File: config.mk
export PLATFORM = sky130hd
export DESIGN_NAME = spi_multi_stream_seq
export DESIGN_NICKNAME = d
export VERILOG_FILES = /design/src/rtl/spi_multi_stream_seq.sv
export SDC_FILE = /design/constraint.sdc
export NUM_CORES = 1
export LEC_CHECK = 0
export CELL_PAD_IN_SITES_DETAIL_PLACEMENT = 1
export CELL_PAD_IN_SITES_GLOBAL_PLACEMENT = 1
export CORE_UTILIZATION = 41
export DETAILED_ROUTE_END_ITERATION = 8
export PLACE_DENSITY = 0.88
export RECOVER_POWER = 100
export REMOVE_ABC_BUFFERS = 1
export SLEW_MARGIN = 20
export SYNTH_ARGS = -nofsm -noshare
export SYNTH_HDL_FRONTEND = slang
export SYNTH_SLANG_ARGS = --single-unit
File: constraint.sdc
create_clock -name CLK_50 -period 5.42 [get_ports CLK_50]
set_input_delay 0.542 -clock CLK_50 [delete_from_list [all_inputs] [get_ports CLK_50]]
set_output_delay 0.542 -clock CLK_50 [all_outputs]
set_load 0.03 [all_outputs]
File: src/rtl/spi_multi_stream_seq.sv
// spi_multi_stream_seq: sequences per-channel SPI command/header-hunt/payload fetches
// for NUM_CH streams, with enable mask, hunt timeout/retry/skip and ping-pong banks.
`default_nettype none

module spi_multi_stream_seq #(
   parameter int                  NUM_CH     = 2,
   parameter logic [NUM_CH*8-1:0] CMD_TABLE  = {8'hAA, 8'hFA},
   parameter logic [NUM_CH*8-1:0] HDR_TABLE  = {8'hAA, 8'hFA},
   parameter int                  HUNT_LIMIT = 64,
   parameter int                  MAX_RETRY  = 2,
   localparam int                 CW         = (NUM_CH > 1) ? $clog2(NUM_CH) : 1
) (
   input  logic              CLK_50,
   input  logic              reset,
   input  logic              start,
   input  logic              frame_done,
   input  logic [NUM_CH-1:0] ch_enable,
   input  logic [NUM_CH-1:0] ch_full,
   output logic [7:0]        tx_byte,
   output logic              tx_valid,
   input  logic              tx_ready,
   input  logic [7:0]        rx_byte,
   input  logic              rx_valid,
   output logic [NUM_CH-1:0] wr_en,
   output logic [7:0]        wr_data,
   output logic [NUM_CH-1:0] bank_sel,
   output logic [CW-1:0]     cur_ch,
   output logic              busy,
   output logic [NUM_CH-1:0] timeout_err
);

   localparam int HW = $clog2(HUNT_LIMIT + 1);
   localparam int RW = (MAX_RETRY > 0) ? $clog2(MAX_RETRY + 1) : 1;

   typedef enum logic [2:0] {
      IDLE    = 3'd0,
      SELECT  = 3'd1,
      REQ     = 3'd2,
      PARSE   = 3'd3,
      RECEIVE = 3'd4,
      DONE    = 3'd5
   } state_t;

   state_t            state;
   logic [NUM_CH-1:0] mask;
   logic [CW:0]       scan;     // one bit wider than cur_ch so "past the last channel" is representable
   logic [HW-1:0]     hunt;
   logic [RW-1:0]     retry;

   logic              found;
   logic [CW-1:0]     pick;
   logic [HW-1:0]     hunt_next;
   logic [CW-1:0]     cur_ch_next;
   logic [CW:0]       scan_next;
   logic [7:0]        cmd_pick;
   logic [7:0]        cmd_cur;
   logic [7:0]        hdr_cur;

   always_comb begin
      found = 1'b0;
      pick  = '0;
      for (int i = NUM_CH - 1; i >= 0; i--) begin
         if (mask[i] && (i >= int'(scan))) begin
            found = 1'b1;
            pick  = CW'(i);
         end
      end
   end

   assign hunt_next   = hunt + 1'b1;
   assign scan_next   = {1'b0, cur_ch} + 1'b1;
   // cur_ch saturates on the last channel; scan alone carries the end-of-frame condition
   assign cur_ch_next = (cur_ch == CW'(NUM_CH - 1)) ? cur_ch : cur_ch + 1'b1;
   assign cmd_pick    = CMD_TABLE[8*int'(pick) +: 8];
   assign cmd_cur     = CMD_TABLE[8*int'(cur_ch) +: 8];
   assign hdr_cur     = HDR_TABLE[8*int'(cur_ch) +: 8];

   always_ff @(posedge CLK_50) begin
      if (reset) begin
         state       <= IDLE;
         mask        <= '0;
         scan        <= '0;
         hunt        <= '0;
         retry       <= '0;
         tx_byte     <= '0;
         tx_valid    <= 1'b0;
         wr_en       <= '0;
         wr_data     <= '0;
         bank_sel    <= '0;
         cur_ch      <= '0;
         busy        <= 1'b0;
         timeout_err <= '0;
      end else begin
         wr_en <= '0;
         case (state)
            IDLE: begin
               if (start || frame_done) begin
                  mask        <= ch_enable;
                  timeout_err <= '0;
                  cur_ch      <= '0;
                  scan        <= '0;
                  busy        <= 1'b1;
                  state       <= SELECT;
               end
            end
            SELECT: begin
               if (!found) begin
                  state <= DONE;
               end else begin
                  cur_ch   <= pick;
                  scan     <= {1'b0, pick};
                  retry    <= '0;
                  hunt     <= '0;
                  tx_byte  <= cmd_pick;
                  tx_valid <= 1'b1;
                  state    <= REQ;
               end
            end
            REQ: begin
               if (tx_valid && tx_ready) begin
                  tx_valid <= 1'b0;
                  state    <= PARSE;
               end
            end
            PARSE: begin
               if (rx_valid) begin
                  hunt <= hunt_next;
                  if (rx_byte == hdr_cur) begin
                     state <= RECEIVE;
                  end else if (hunt_next == HW'(HUNT_LIMIT)) begin
                     if (retry < RW'(MAX_RETRY)) begin
                        retry    <= retry + 1'b1;
                        hunt     <= '0;
                        tx_byte  <= cmd_cur;
                        tx_valid <= 1'b1;
                        state    <= REQ;
                     end else begin
                        timeout_err[cur_ch] <= 1'b1;
                        cur_ch              <= cur_ch_next;
                        scan                <= scan_next;
                        state               <= SELECT;
                     end
                  end
               end
            end
            RECEIVE: begin
               // full wins over a same-cycle byte: that byte is dropped
               if (ch_full[cur_ch]) begin
                  bank_sel[cur_ch] <= ~bank_sel[cur_ch];
                  cur_ch           <= cur_ch_next;
                  scan             <= scan_next;
                  state            <= SELECT;
               end else if (rx_valid) begin
                  wr_en[cur_ch] <= 1'b1;
                  wr_data       <= rx_byte;
               end
            end
            DONE: begin
               busy  <= 1'b0;
               state <= IDLE;
            end
            default: begin
               busy     <= 1'b0;
               tx_valid <= 1'b0;
               state    <= IDLE;
            end
         endcase
      end
   end

endmodule

`default_nettype wire

==> flow_results.org, run 1 <==
** GRT
- The initial antenna violation count was 0.
- Entering global routing, the biggest net connects 43 pins.
- Total GRT Usage :: 22.03%
- Vias in the first global route :: 1832
- The first global-routing pass estimated 8.797 mm of wire.
- Aggregate global routing overflow :: 0

** STA
- Worst Clk Skew :: 0.007028 ns
- Worst relative slew slack :: 14.85%
- Final-report max-slew violation count :: 0
- Based on the critical path, the design can be clocked at up to 355.0 MHz.
- Tcrit/Tclk final :: 51.97%
- In the final timing run, aggregate negative setup slack is 0 ns.
- Hold Worst Slack :: 0.4647 ns
- Min Clock Period, post-route :: 2.817 ns
- Setup repair after global routing left no endpoint under its margin.
- At the pin with the least slew margin, the transition time is 1.261 ns.
- Across all setup checks in the final design, the least slack found is 2.603 ns.
- Setup violations remaining at the end of the flow were counted as 0.
- Number of hold violations in the final report :: 0

** Place
- At the end of routability-driven placement, the weighted congestion stood at 0.7982.
- The placed instances occupy a cell area of 0.002422 mm².
- Placement Setup Slack :: 3.011 ns
- In this run, placement finished with an instance count of 316.
- Once detailed placement completed, the half-perimeter wirelength came to 3.776 mm.
- Port buffering added 40 buffers.

** Routing
- Antenna Violating Nets Remaining :: 0
- Drt pass-1 iters :: 4
- After detailed routing, the number of vias per cell comes to 5.577.
- For this block, the initial DRC count from the detailed router was 57.
- Summed over all layers, the routed wires come to 5.301 mm.
- After detailed routing, the number of remaining DRC violations is 0.
- Per-cell routed wire length :: 16.36 µm
- Detailed routing inserted a total of 1807 vias.

** Floorplan
- Starting density of the core :: 42.89%
- Number of top-level pins :: 43
- Row generation in the floorplan step produced 25 rows.
- The die is 72.53 µm wide.
- From bottom edge to top edge, the die measures 72.53 µm.
- The die covers 0.005261 mm².
- The total area inside the core boundary comes to 0.004755 mm².

** Hold path
- Worst hold path startpoint :: busy
- Tightest Hold Check Type :: register to register

** Clocking
- The longest clock path from root to sink contains 2 buffers.
- The later pin in the worst-skew pair is clocked with a latency of 0.29 ns.
- The clock tree synthesis step divided the H-tree into 2 levels.
- In this run, post-CTS hold repair placed 0 buffers.
- In this run, post-CTS repair resized a total of 0 instances.
- The tree built by TritonCTS fans out to 35 sinks.
- TritonCTS built the clock tree.
- Total clock buffers created by CTS :: 5
- CTS Root Cell :: sky130_fd_sc_hd__clkbuf_8
- Once the clock tree was built, the setup fixing pass inserted 0 buffers.
- Clock-pin slew was measured on the worst setup and hold paths at 0.08 ns.

** Yosys
- Most repeated cell in the gate-level netlist after synthesis :: sky130_fd_sc_hd__dfxtp_1
- Post-Synth Adder-Cell Area :: 1.227%
- Summing the sequential cell areas from Yosys gives 34.36% of the chip area.
- After synthesis, the share of cell area in mux cells is 7.853%.
- Summing the areas of all compound-gate instances in the mapped netlist gives 21.66% of the synthesized area.
- Most numerous cell types in the synthesized netlist :: sky130_fd_sc_hd__dfxtp_1 (35), sky130_fd_sc_hd__nor2_1 (25), sky130_fd_sc_hd__a21oi_1 (14), sky130_fd_sc_hd__mux2i_1 (13), sky130_fd_sc_hd__o21ai_0 (10)
- Counting flops with a built-in enable in the synthesized netlist gives 0.
- Yosys mapped the design onto 66 distinct sky130hd cell types.
- Share of flip-flops with an asynchronous set or reset :: 0%
- After Yosys synthesis, and, or, nand and nor cells account for 27.24% of the synthesized area.
- Count of yosys warnings during synthesis :: 0
- Total standard cell area after synthesis :: 0.002039 mm²
- Synthesized-area fraction occupied by xor and xnor cells :: 0.8589%
- Mean instance size in the synthesized netlist :: 9.064 µm²
- Gate count of the mapped netlist :: 225
- In the synthesized netlist the dominant register cell turns out to be sky130_fd_sc_hd__dfxtp_1.
- Seq cells post-synth :: 35
- Synth top area share :: 34.36%
- Cell taking the most area after synthesis :: sky130_fd_sc_hd__dfxtp_1
- Yosys attributes the largest share of cell area to sky130_fd_sc_hd__dfxtp_1 (34%), sky130_fd_sc_hd__mux2i_1 (6.4%), sky130_fd_sc_hd__nor2_1 (4.6%), sky130_fd_sc_hd__a21oi_1 (3.4%), sky130_fd_sc_hd__buf_4 (2.6%).
- After synthesis, the largest family of logic cells by area is simple AND/OR/NAND/NOR gates.

** Finish
- Non-filler instance count after layout :: 324
- Of the cells placed in the final design, the portion with a size suffix greater than 1 is 8.949%.
- Number of filler instances in the final layout :: 576
- Growth of design area from synthesis to finish :: 20.92%
- 0 antenna diodes ended up in the layout.
- The finished cells cover 0.002466 mm².
- The final layout contains 276 nets.

** Worst setup path
- STA classifies the critical path endpoint as a register.
- Launching point of the worst reg2reg path :: hunt[0]
- WP data required :: 5.60 ns
- FF-to-FF setup slack :: 2.60 ns
- Of all nets on the critical path, the largest fanout is 8.
- Source of the critical timing path :: hunt[0]
- Worst setup path category :: register to register
- Data on the critical path arrives at its endpoint at 3.00 ns.
- The worst setup path is launched from a register.

** Outcome
- The run finished with clean final reports.

** Pwr
- Power density cells :: 359.3 mW/mm²
- IR drop worst, VDD :: 187.3 µV
- In this run the static leakage power is 1.047 nW.

** Flow run
- Number of maximum-capacitance constraint violations :: 0
## cell type report
cell class | count | area [µm²] | share of cell area (%)
Clock inverter | 3 | 20.02 | 0.8118
Timing Repair Buffer | 41 | 407.9 | 16.54
Multi-Input combinational cell | 167 | 1162 | 47.13
Inverter | 6 | 22.52 | 0.9132
Tap cell | 67 | 83.83 | 3.399
Sequential cell | 35 | 700.7 | 28.41
Clock buffer | 5 | 68.82 | 2.790
## flip-flops by register name (all words and copies together) (netlist names)
name	flops
tx_valid	1
hunt	7
busy	1
cur_ch	1
tx_byte	2
scan	2
retry	2
timeout_err	2
bank_sel	2
state	3
wr_data	8
wr_en	2
mask	2
## final timing paths
path                            endpoint  cells after the start
worst min register to register      busy                      2
worst max-delay path              cur_ch                      6
worst max register to register    cur_ch                      6
worst min-delay path                busy                      2
## layout by cell type (no fill, tap or decap), types with 3 or more instances in the layout
cell / count
sky130_fd_sc_hd__nor3b_1: 3
sky130_fd_sc_hd__nand4b_1: 3
sky130_fd_sc_hd__mux2i_1: 13
sky130_fd_sc_hd__a21oi_1: 15
sky130_fd_sc_hd__nor4_1: 3
sky130_fd_sc_hd__nand2b_1: 7
sky130_fd_sc_hd__dlygate4sd3_1: 26
sky130_fd_sc_hd__dfxtp_1: 35
sky130_fd_sc_hd__a211o_1: 3
sky130_fd_sc_hd__inv_1: 6
sky130_fd_sc_hd__clkdlybuf4s50_1: 14
sky130_fd_sc_hd__o2111ai_1: 3
sky130_fd_sc_hd__nand2_1: 10
sky130_fd_sc_hd__and3b_1: 3
sky130_fd_sc_hd__clkbuf_8: 5
sky130_fd_sc_hd__nand3_1: 3
sky130_fd_sc_hd__nor2b_1: 4
sky130_fd_sc_hd__nor3_1: 8
sky130_fd_sc_hd__nor2_1: 25
sky130_fd_sc_hd__o21ai_0: 11
## through the flow
step	util, %	total power, mW
2_1_floorplan	-	0.5818
3_3_place_gp	50.95	0.6960
3_5_place_dp	50.95	0.7047
4_1_cts	52.82	0.9080
5_1_grt	51.87	0.9368
6_report	51.87	0.8862
## per-layer routing
metal / up-vias / track usage (%) / wire, µm
li1: 887 / - / -
met1: 887 / 25.88 / 2296
met2: 25 / 40.19 / 2795
met3: 8 / 3.333 / 121
met4: 0 / 8.279 / 87
met5: - / 0 / 0
## critical path: stages (launching register included)
cell and delay (ns):
sky130_fd_sc_hd__dfxtp_1 0.47, sky130_fd_sc_hd__ha_1 0.33, sky130_fd_sc_hd__and3_1 0.25, sky130_fd_sc_hd__nor3_1 0.08, sky130_fd_sc_hd__o311ai_0 1.06, sky130_fd_sc_hd__o2bb2ai_2 0.25, sky130_fd_sc_hd__o21a_1 0.26
## logic make-up (layout without fill, tap and decap cells)
family | after synthesis | after routing
AND/OR/NAND/NOR | 89 | 89
AO/OA/AOI/OAI | 57 | 57
flip-flops | 35 | 35
buffers and inverters | 24 | 55
multiplexers | 15 | 15
adder cells (fa/ha/maj) | 2 | 2
XOR/XNOR | 2 | 2
other | 1 | 2
## where the power goes
group / switching, mW / internal, mW / leakage [nW]
registers: 0.0561 / 0.290 / 0.284
clock network: 0.100 / 0.0894 / 0.0402
logic: 0.200 / 0.150 / 0.723
total: 0.357 / 0.529 / 1.05
Power figures use the tool's default switching activity.
==> inputs of run 2 (changes only) <==
--- a/config.mk
+++ b/config.mk
@@ -7,9 +7,9 @@
 export LEC_CHECK = 0
 export CELL_PAD_IN_SITES_DETAIL_PLACEMENT = 1
 export CELL_PAD_IN_SITES_GLOBAL_PLACEMENT = 1
-export CORE_UTILIZATION = 41
+export CORE_UTILIZATION = 38
 export DETAILED_ROUTE_END_ITERATION = 8
-export PLACE_DENSITY = 0.88
+export PLACE_DENSITY = 0.82
 export RECOVER_POWER = 100
 export REMOVE_ABC_BUFFERS = 1
 export SLEW_MARGIN = 20
==> constraint.sdc (replaced) <==
create_clock -name CLK_50 -period 2.9 [get_ports CLK_50]
set_input_delay 0.29 -clock CLK_50 [delete_from_list [all_inputs] [get_ports CLK_50]]
set_output_delay 0.29 -clock CLK_50 [all_outputs]
set_load 0.03 [all_outputs]
==> run 2 against run 1 <==
Final cell count rose by 1.2%; combinational power is 83% higher; first-iteration DRC count stayed put; critical path depth did not move; die area up 7.7%; fmax grew 16%; setup slack got worse by 2.1 ns; critical path type unchanged; critical endpoint is now tx_byte[6].
==> flow_results.org, run 2 (synthesis gave the netlist of run 1 again) <==
** Place
- Cell area after placement :: 0.002434 mm²
- GPL Wtd Cong :: 0.8062
- The count of buffers added on input and output ports is 40.
- The HPWL after detailed placement is 4.017 mm.

** Floorplan
- The floorplan step defined a die boundary enclosing 0.005664 mm².
- Die outline height :: 75.26 µm
- The die is 75.26 µm wide.
- The floorplan has 26 rows.
- Core area :: 0.005140 mm²
- Number of top-level pins :: 43
- Starting density of the core :: 39.68%

** Finish
- Compared with the post-synthesis result, the final layout area differs by 21.60%.
- Summing all multi-input logic gate instances after layout gives 0.001154 mm².
- The finished cells cover 0.002480 mm².
- Flip-flop count of the largest register, all copies and words added :: 8
- Once layout is complete, the utilization of the core stands at 48.25%.
- Of the cells placed in the final design, the portion with a size suffix greater than 1 is 8.915%.
- Leaving out fill and tap cells, the most frequent cells in the layout are sky130_fd_sc_hd__dfxtp_1 (35), sky130_fd_sc_hd__nor2_1 (25), sky130_fd_sc_hd__dlygate4sd3_1 (23), sky130_fd_sc_hd__clkdlybuf4s50_1 (17), sky130_fd_sc_hd__a21oi_1 (15).
- Leaving out fill and tap cells, the most frequent cell in the layout is sky130_fd_sc_hd__dfxtp_1.
- The sequential cells in the finished layout cover a total of 700.7 µm².
- Register containing the most flip-flops in the final layout :: wr_data
- Number of filler instances in the final layout :: 622
- Diode count :: 0
- The final layout contains 277 nets.
- Largest registers :: wr_data (8), hunt (7), state (3)

** Clocking
- Post-CTS repair changed the size of 0 cells.
- CTS placed an instance of sky130_fd_sc_hd__clkbuf_8 at the clock tree root.
- Clock-pin transition on the worst setup and hold timing paths :: 0.07 ns
- Number of buffers added for setup after CTS :: 0
- For this design, the CTS-stage hold fixing added 0 buffers.
- Clock sinks :: 35
- Worst skew pair latency :: 0.29 ns
- Total clock buffers created by CTS :: 5
- CTS Buffer Depth :: 2
- Number of H-tree levels :: 2
- TritonCTS clock tree :: built

** STA
- Setup violations remaining at the end of the flow were counted as 0.
- Slew at the pin closest to its max-slew limit :: 0.8370 ns
- Static timing analysis puts the maximum clock frequency at 410.9 MHz.
- Headroom to the max-slew limit came out at 43.32%.
- Of the available clock period, the critical path in the final layout requires 83.92%.
- The final number of max-transition violations came to 0.
- Setup TNS :: 0 ns
- Min Clock Period, post-route :: 2.434 ns
- Number of hold violations in the final report :: 0
- Setup repair after global routing left no endpoint under its margin.
- Worst Clk Skew :: 0.004027 ns

** GRT
- The total overflow left after global routing is 0.
- The first global-routing pass estimated 8.549 mm of wire.
- Global routing used 20.30% of the available tracks.
- Maximum number of pins on one net before global-route repair :: 26
- The number of global-route vias before repair was 1733.
- Antenna violations before repair :: 0

** Hold path
- Instance count along the most critical hold path :: 2
- The startpoint identified for the worst hold timing path is busy.
- The worst hold path belongs to the class register to register.

** Flow run
- The tool flagged a number of max-cap violations equal to 0.

** Worst setup path
- Signal arrival time at the worst endpoint :: 2.61 ns
- Crit path launch type :: register
- The largest single stage delay on the critical path is 0.48 ns.
- Along the worst path, the maximum fanout reaches 8.
- Worst setup path category :: register to register
- Source of the critical timing path :: hunt[0]
- WP data required :: 3.08 ns
- Count of cells along the worst register-to-register path :: 6
- STA classifies the critical path endpoint as a register.
- Ordered list of cells on the worst path :: ha_1 > and3_4 > nor3_1 > o311a_2 > a21oi_1 > mux2_4
- Slowest-stage cell, CP :: sky130_fd_sc_hd__dfxtp_1
- In this run the critical register-to-register path is launched from hunt[0].

** Pwr
- IR drop worst, VDD :: 471.9 µV
- Dividing total power by cell area gives a power density of 672.7 mW/mm².
- P_int :: 1.038 mW
- Clock group share of total power :: 23.2%
- Switching share of power :: 37.80%
- Leakage power figure :: 1.058 nW
- Switching Power :: 630.6 µW
- Sequential power share :: 38.4%
- In this run, the combinational gates consume 38.3% of the power.

** Routing
- Per-cell routed wire length :: 16.04 µm
- Vias/cell :: 5.430
- Summed over all layers, the routed wires come to 5.260 mm.
- The detailed router finished its first iteration with 57 violations.
- Once detail routing completed, the nets flagged for antenna violations numbered 0.
- Drt pass-1 iters :: 4
- Detailed-route via count :: 1781
- # DRC :: 0

** Outcome
- Run status :: complete, no violations
-- run 2: cell count changes in the layout (fill, tap and decap cells not counted), sizes merged --
cell	delta
buf	+1
clkinv	-1
clkinvlp	-2
clkbuf	+3
dlygate4sd3	-3
clkdlybuf4s50	+3
-- run 2: power groups by stage --
| stage | registers (mW) | clock network, mW | logic, mW |
|---|---|---|---|
| floorplan | 0.717 | 0 | 0.370 |
| global placement | 0.651 | 0 | 0.658 |
| detailed placement | 0.658 | 0 | 0.666 |
| CTS | 0.646 | 0.395 | 0.669 |
| global route | 0.658 | 0.414 | 0.695 |
| finish | 0.641 | 0.388 | 0.640 |
-- run 2: layout make-up --
class | count | share of cell area [%]
inverter | 6 | 0.9082
tap | 70 | 3.532
sequential | 35 | 28.25
multi-input combinational | 167 | 46.52
timing repair buffer | 42 | 16.75
clock buffer | 8 | 4.036
-- run 2: worst paths after layout --
kind	endpoint	slack, ns
setup / recovery	tx_byte[6]	0.47
hold / removal	busy	0.46
setup reg to reg	tx_byte[6]	0.47
hold reg to reg	busy	0.46
-- run 2: worst max-delay path, delay by kind of cell (launching register included) --
kind	cells	cell delay, ns
AO/OA/AOI/OAI	2	0.86
adder cells (fa/ha/maj)	1	0.34
flip-flops	1	0.48
multiplexers	1	0.33
AND/OR/NAND/NOR	2	0.31
-- run 2: metal layers --
layer	vias to the layer above	track usage, %	wire [µm]
li1	885	-	-
met1	870	26.04	2399
met2	20	34.83	2668
met3	6	3.614	132
met4	0	6.173	59
met5	-	0	0
-- run 2: through the flow --
stage	power, mW	setup WS (ns)	instances	hold slack, ns
3_3_place_gp	1.309	0.7951	320	0.4530
3_5_place_dp	1.324	0.7149	320	0.4618
2_1_floorplan	1.087	0.9499	208	0.3591
6_report	1.668	0.4664	328	0.4643
4_1_cts	1.710	0.6957	328	0.4729
5_1_grt	1.767	0.2807	328	0.4954
